[src/rtl/branch_resolve_queue_pkg.sv]
// -----------------------------------------------------------------------------
// branch_resolve_queue_pkg
//
// Shared definitions for the branch resolve queue.
//   WIDTH_PATERN_LENGTH : default global history register width
//   BRQ_DEPTH_DEFAULT   : default number of in-flight branch entries
//   brq_entry_t         : one queued branch, {pred_bit, ghr}
//   brq_ptr_w()         : pointer width for a given queue depth
// -----------------------------------------------------------------------------
package branch_resolve_queue_pkg;

   localparam int WIDTH_PATERN_LENGTH = 3;
   localparam int BRQ_DEPTH_DEFAULT   = 4;

   typedef struct packed {
      logic                           pred_bit;
      logic [WIDTH_PATERN_LENGTH-1:0] ghr;
   } brq_entry_t;

   // A depth of 1 would give a zero-width pointer; keep at least one bit.
   function automatic int brq_ptr_w(input int depth);
      return (depth <= 2) ? 1 : $clog2(depth);
   endfunction

endpackage

[src/rtl/brq_entry_fifo.sv]
// -----------------------------------------------------------------------------
// brq_entry_fifo
//
// Circular entry store for the branch resolve queue. Holds predicted branches
// in program order; head is the oldest, tail the next free slot. Pointers
// wrap modulo DEPTH (power of two, so natural binary overflow does the wrap).
//
// Ports
//   clk      : rising-edge clock
//   rst_n    : synchronous active-low reset (pointers and count only)
//   push     : write wr_data at tail (caller guarantees room, or a same-cycle pop)
//   pop      : retire the head entry
//   flush    : discard every entry; wins over push and pop
//   wr_data  : entry to write
//   rd_data  : entry at head (valid whenever empty is 0)
//   count    : number of live entries, 0..DEPTH
//   full     : count == DEPTH
//   empty    : count == 0
// -----------------------------------------------------------------------------
module brq_entry_fifo
   import branch_resolve_queue_pkg::*;
#(
   parameter  int DEPTH   = BRQ_DEPTH_DEFAULT,
   parameter  int ENTRY_W = WIDTH_PATERN_LENGTH + 1,
   localparam int PTR_W   = brq_ptr_w(DEPTH)
) (
   input  logic               clk,
   input  logic               rst_n,
   input  logic               push,
   input  logic               pop,
   input  logic               flush,
   input  logic [ENTRY_W-1:0] wr_data,
   output logic [ENTRY_W-1:0] rd_data,
   output logic [PTR_W:0]     count,
   output logic               full,
   output logic               empty
);

   localparam logic [PTR_W:0] DEPTH_C = (PTR_W + 1)'(DEPTH);

   logic [ENTRY_W-1:0] mem [DEPTH];
   logic [PTR_W-1:0]   head;
   logic [PTR_W-1:0]   tail;

   // Control state: pointers and occupancy.
   always_ff @(posedge clk) begin
      if (!rst_n) begin
         head  <= '0;
         tail  <= '0;
         count <= '0;
      end else if (flush) begin
         // Collapse the queue onto the current tail; any same-cycle push is lost.
         head  <= tail;
         count <= '0;
      end else begin
         if (push) tail <= tail + PTR_W'(1);
         if (pop)  head <= head + PTR_W'(1);
         case ({push, pop})
            2'b10:   count <= count + (PTR_W + 1)'(1);
            2'b01:   count <= count - (PTR_W + 1)'(1);
            default: count <= count;
         endcase
      end
   end

   // Entry storage carries no reset; stale slots are unreachable once the
   // pointers are cleared.
   always_ff @(posedge clk) begin
      if (push && !flush) mem[tail] <= wr_data;
   end

   assign rd_data = mem[head];
   assign full    = (count == DEPTH_C);
   assign empty   = (count == '0);

endmodule

[src/rtl/branch_resolve_queue.sv]
// -----------------------------------------------------------------------------
// branch_resolve_queue
//
// Tracks predicted branches between fetch and execute. Fetch pushes
// {Pred_Bit, Pred_GHR}; execute resolves the oldest entry. Each resolve
// produces a one-cycle-late predictor update strobe; a wrong prediction
// raises a one-cycle Mispredict pulse, flushes the queue and publishes the
// corrected global history on Restore_GHR.
//
// Optional feature: define BRQ_MISPREDICT_STATS_EN to add a 16-bit saturating
// mispredict counter on output Mispredict_Cnt.
//
// Parameters
//   DEPTH               : in-flight entries (power of two, >= 2)
//   WIDTH_PATERN_LENGTH : global history register width
//
// Ports
//   clk            : rising-edge clock
//   rst_n          : synchronous active-low reset
//   Stall_Detected : pipeline stall; freezes the queue, suppresses strobes
//   Pred_Valid     : push request from fetch
//   Pred_Bit       : predicted direction (1 = taken)
//   Pred_GHR       : history snapshot used for the prediction
//   Res_Valid      : execute resolves the oldest branch
//   Res_Taken      : actual direction
//   Br_Detected    : predictor update strobe (cycle after a resolve)
//   Br_Comp_Result : resolved direction for the predictor update
//   Mispredict     : one-cycle flush pulse
//   Restore_GHR    : corrected history, held until the next mispredict
//   Full / Empty   : occupancy flags decoded from Count
//   Count          : live entries
//   Underflow_Err  : sticky, set by a resolve on an empty queue
//   Mispredict_Cnt : (BRQ_MISPREDICT_STATS_EN only) saturating pulse counter
// -----------------------------------------------------------------------------
module branch_resolve_queue
   import branch_resolve_queue_pkg::*;
#(
   parameter  int DEPTH               = BRQ_DEPTH_DEFAULT,
   parameter  int WIDTH_PATERN_LENGTH = branch_resolve_queue_pkg::WIDTH_PATERN_LENGTH,
   localparam int CNT_W               = brq_ptr_w(DEPTH) + 1
) (
   input  logic                           clk,
   input  logic                           rst_n,
   input  logic                           Stall_Detected,
   input  logic                           Pred_Valid,
   input  logic                           Pred_Bit,
   input  logic [WIDTH_PATERN_LENGTH-1:0] Pred_GHR,
   input  logic                           Res_Valid,
   input  logic                           Res_Taken,
   output logic                           Br_Detected,
   output logic                           Br_Comp_Result,
   output logic                           Mispredict,
   output logic [WIDTH_PATERN_LENGTH-1:0] Restore_GHR,
   output logic                           Full,
   output logic                           Empty,
   output logic [CNT_W-1:0]               Count,
   output logic                           Underflow_Err
`ifdef BRQ_MISPREDICT_STATS_EN
   ,
   output logic [15:0]                    Mispredict_Cnt
`endif
);

   localparam int GW      = WIDTH_PATERN_LENGTH;
   localparam int ENTRY_W = GW + 1;

   // Stage p0: decode push/pop/compare against the head entry.
   logic               pop_p0;
   logic               push_p0;
   logic               mispred_p0;
   logic               underflow_p0;
   logic [ENTRY_W-1:0] head_entry_p0;
   logic               head_pred_p0;
   logic [GW-1:0]      head_ghr_p0;
   logic [GW:0]        shifted_hist_p0;
   logic [GW-1:0]      restore_p0;
   logic               fifo_full;
   logic               fifo_empty;

   assign head_pred_p0 = head_entry_p0[GW];
   assign head_ghr_p0  = head_entry_p0[GW-1:0];

   assign pop_p0       = Res_Valid && !Stall_Detected && !fifo_empty;
   // A full queue still accepts a push when the head retires in the same cycle.
   assign push_p0      = Pred_Valid && !Stall_Detected && (!fifo_full || pop_p0);
   assign mispred_p0   = pop_p0 && (head_pred_p0 != Res_Taken);
   assign underflow_p0 = Res_Valid && !Stall_Detected && fifo_empty;

   // Corrected history: actual outcome shifted in at the MSB, oldest bit dropped.
   assign shifted_hist_p0 = {Res_Taken, head_ghr_p0};
   assign restore_p0      = shifted_hist_p0[GW:1];

   brq_entry_fifo #(
      .DEPTH   (DEPTH),
      .ENTRY_W (ENTRY_W)
   ) u_fifo (
      .clk     (clk),
      .rst_n   (rst_n),
      .push    (push_p0),
      .pop     (pop_p0),
      .flush   (mispred_p0),
      .wr_data ({Pred_Bit, Pred_GHR}),
      .rd_data (head_entry_p0),
      .count   (Count),
      .full    (fifo_full),
      .empty   (fifo_empty)
   );

   assign Full  = fifo_full;
   assign Empty = fifo_empty;

   // Stage p1: registered predictor update and flush outputs.
   logic          vld_p1;
   logic          taken_p1;
   logic          mispred_p1;
   logic [GW-1:0] restore_p1;
   logic          underflow_p1;

   always_ff @(posedge clk) begin
      if (!rst_n) begin
         vld_p1       <= 1'b0;
         taken_p1     <= 1'b0;
         mispred_p1   <= 1'b0;
         restore_p1   <= '0;
         underflow_p1 <= 1'b0;
      end else begin
         vld_p1     <= pop_p0;
         mispred_p1 <= mispred_p0;
         if (pop_p0)       taken_p1     <= Res_Taken;
         if (mispred_p0)   restore_p1   <= restore_p0;
         if (underflow_p0) underflow_p1 <= 1'b1;
      end
   end

   assign Br_Detected    = vld_p1;
   assign Br_Comp_Result = taken_p1;
   assign Mispredict     = mispred_p1;
   assign Restore_GHR    = restore_p1;
   assign Underflow_Err  = underflow_p1;

`ifdef BRQ_MISPREDICT_STATS_EN
   function automatic logic [15:0] sat_inc16(input logic [15:0] v);
      return (v == 16'hFFFF) ? v : v + 16'd1;
   endfunction

   // Stage p2: count Mispredict pulses as they leave p1.
   logic [15:0] mispred_cnt_p2;

   always_ff @(posedge clk) begin
      if (!rst_n) begin
         mispred_cnt_p2 <= '0;
      end else if (mispred_p1) begin
         mispred_cnt_p2 <= sat_inc16(mispred_cnt_p2);
      end
   end

   assign Mispredict_Cnt = mispred_cnt_p2;
`endif

endmodule

[config.mk]
export PLATFORM = sky130hd
export DESIGN_NAME = branch_resolve_queue
export DESIGN_NICKNAME = d
export VERILOG_FILES = /design/src/rtl/branch_resolve_queue_pkg.sv /design/src/rtl/brq_entry_fifo.sv /design/src/rtl/branch_resolve_queue.sv
export SDC_FILE = /design/constraint.sdc
export NUM_CORES = 1
export LEC_CHECK = 0
export CORE_MARGIN = 2
export CORE_UTILIZATION = 45
export CTS_CLUSTER_DIAMETER = 30
export DETAILED_ROUTE_END_ITERATION = 6
export PLACE_DENSITY = 0.72
export SLEW_MARGIN = 20
export SYNTH_ARGS = -nofsm -noshare
export SYNTH_HDL_FRONTEND = slang
export SYNTH_SLANG_ARGS = --single-unit
[constraint.sdc]
create_clock -name clk -period 3.5 [get_ports clk]
set_clock_uncertainty 0.15 [all_clocks]
set_input_delay 0.525 -clock clk [delete_from_list [all_inputs] [get_ports clk]]
set_output_delay 0.525 -clock clk [all_outputs]
set_load 0.02 [all_outputs]
==> out/results.ini <==
[run_status]
status=complete, no violations

[synth]
netlist_instances=112
synth_cell_type_count=39
yosysTopAreaCell=edfxtp_1
synth_edf_count=12
yosys_warnings=0
yosysMostFrequentCell=dfxtp_1
synthTopCellsByCount=dfxtp_1, edfxtp_1, nor3_1
async_flop_share_pct=0
synth_nets=127
synth_top_area_share_pct=28.1
ys_seq_area_share_pct=53.0
ys_ff_latch=28
ys.flop_type=dfxtp_1
syn_area_sq_mm=0.00128
avgSynthCellArea_sq_um=11.5
synthTopCellsByArea=edfxtp_1, dfxtp_1, mux4_1

[sta]
relSlewSlack_pct=44.2
setup_viol=0
period_needed_ns=2.78
finalHoldViolations=0
tightest_slew_ns=0.826
timing.final.crit_share_pct=79.5
slew_violations=0
setup_tns_ns=0
max_freq_ghz=0.359
rsz0062_at_grt=false

[setup_path]
critical-path-slowest-cell=dfxtp_1
cp_num_buf_inv=2
crit_top_cell=inv_1
critPathMaxFanout=6
end_kind=flop
crit_arrival_ns=2.86
criticalPathCategory=flop to flop
cpPeakStageDelay_ns=0.46
crit_chain=or3_1, inv_1, nor3_1, inv_1, fa_1, or3b_2, a211oi_1, o21ai_0, nor3b_1
cp_top_family=simple AND/OR/NAND/NOR gates
startpoint_type=flop
worst_ep_required_time_ns=3.57

[clock_network]
clock_latency_ns=0.33
hold_buffers=0
numCtsBuffers=3
postCtsSetupBuffers=0
cts_resized=0
cts_root_buffer=clkbuf_4
clock-sinks=28
cts_tree=built
clk_pin_slew_ns=0.14
h-tree-depth=1
ctsLongestPathBuffers=2

[pwr]
power.density_mw_per_mm2=419
leakage_nw=0.522
peakVddDrop_v=0.000383

[global_route]
grt_max_degree=16
grt-ovfl-total=0
grt.total_usage_pct=17.1
antenna_found_initial=0
grt_pass1_vias=982
grt_pass1_wl_um=4290

[placement]
port_buffers=20
routabilityCongestion=0.735
dpl_cell_area_sq_mm=0.00152
place_inst=161
dp_hpwl_um=1880

[routing]
viasPerCell=5.87
antenna_left=0
first_iter_violations=45
vias=969
drt-total-wl_um=2570
wl_per_cell_um=15.6
drc=0
first_pass_iters=4

[die]
die_x_um=57.4
pin_count=22
die_area_sq_mm=0.00330
core-area_sq_mm=0.00273
initial_utilization_pct=47.0
placementRows=19
die_height_um=57.4

[cells_and_area]
fin_nets=150
areaGrowthSynthToFinish_pct=21.1
fill_cells=238
finish.utilization_pct=56.8
antenna-diode-count=0
final_area_sq_mm=0.00155
final-seq-area_sq_um=681
multi_input_area_sq_um=564
fin_cells=165
drive_gt1_share_pct=8.21

[worst_hold_path]
min_path_type=flop to flop

[job]
maxCapViolCount=0

-- per-layer routing --
metal  routed length, um  GRT usage, %  part of all wire, %
met5                   0             0                    0
met4                  40          6.64                  1.6
met3                 109          4.31                  4.2
met2                1230          28.2                   48
met1                1190          21.3                   46
-- cell type report --
class | instances | share of cell area, %
Sequential cell | 28 | 43.8
Multi-Input combinational cell | 74 | 36.3
Timing Repair Buffer | 21 | 13.4
Tap cell | 31 | 2.50
Clock buffer | 4 | 2.33
Inverter | 7 | 1.69
-- where the power goes --
part | total (W) | internal (W) | switching, W | leakage, nW
logic | 0.000124 | 0.0000541 | 0.0000694 | 0.262
registers | 0.000371 | 0.000357 | 0.0000140 | 0.239
clock network | 0.000156 | 0.0000638 | 0.0000921 | 0.0210
total | 0.000650 | 0.000475 | 0.000176 | 0.522
-- per-stage QoR --
step / power (W) / hold WS (ns) / setup slack [ns]
floorplan: 0.000451 / 0.332 / 0.543
global placement: 0.000496 / 0.293 / 0.481
detailed placement: 0.000501 / 0.318 / 0.411
CTS: 0.000655 / 0.341 / 0.750
global route: 0.000680 / 0.362 / 0.560
finish: 0.000650 / 0.330 / 0.718
-- path summary, 6_finish.rpt --
path	startpoint	depth (start not counted)	endpoint	slack [ns]
worst max-delay path	u_fifo.count[0]	9	u_fifo.count[2]	0.72
worst min-delay path	Br_Comp_Result	2	Br_Comp_Result	0.33
worst max register to register	u_fifo.count[0]	9	u_fifo.count[2]	0.72
worst min register to register	Br_Comp_Result	2	Br_Comp_Result	0.33
-- flip-flops by register name (all words and copies together), names as in the netlist, named ones only --
name            flops
Br_Comp_Result      1
Br_Detected         1
Mispredict          1
Restore_GHR         3
Underflow_Err       1
u_fifo.count        3
u_fifo.head         2
u_fifo.mem         12
u_fifo.tail         2
-- tightest hold or removal path, cell delays in order (launching register included) --
cell,delay (ns)
dfxtp_1,0.34
nand2_1,0.05
a21oi_1,0.06
-- cells in the final DEF, fill, tap and decap left out, types with 4 or more instances in the layout --
master	count
edfxtp_1	12
nor3_1	7
and2_1	4
a21oi_1	6
ha_1	4
clkdlybuf4s50_1	20
nand2_1	6
dfxtp_1	16
o21ai_0	5
inv_1	6
-- kinds of logic (layout without fill, tap and decap cells) --
logic type	after synthesis	count (layout)	synth area share [%]
buffers and inverters	10	32	3.02
XOR/XNOR	2	2	2.53
AO/OA/AOI/OAI	25	25	12.9
AND/OR/NAND/NOR	39	39	17.3
flip-flops	28	28	53.0
adder cells (fa/ha/maj)	5	5	5.46
multiplexers	3	3	5.85
Power figures use the tool's default switching activity.
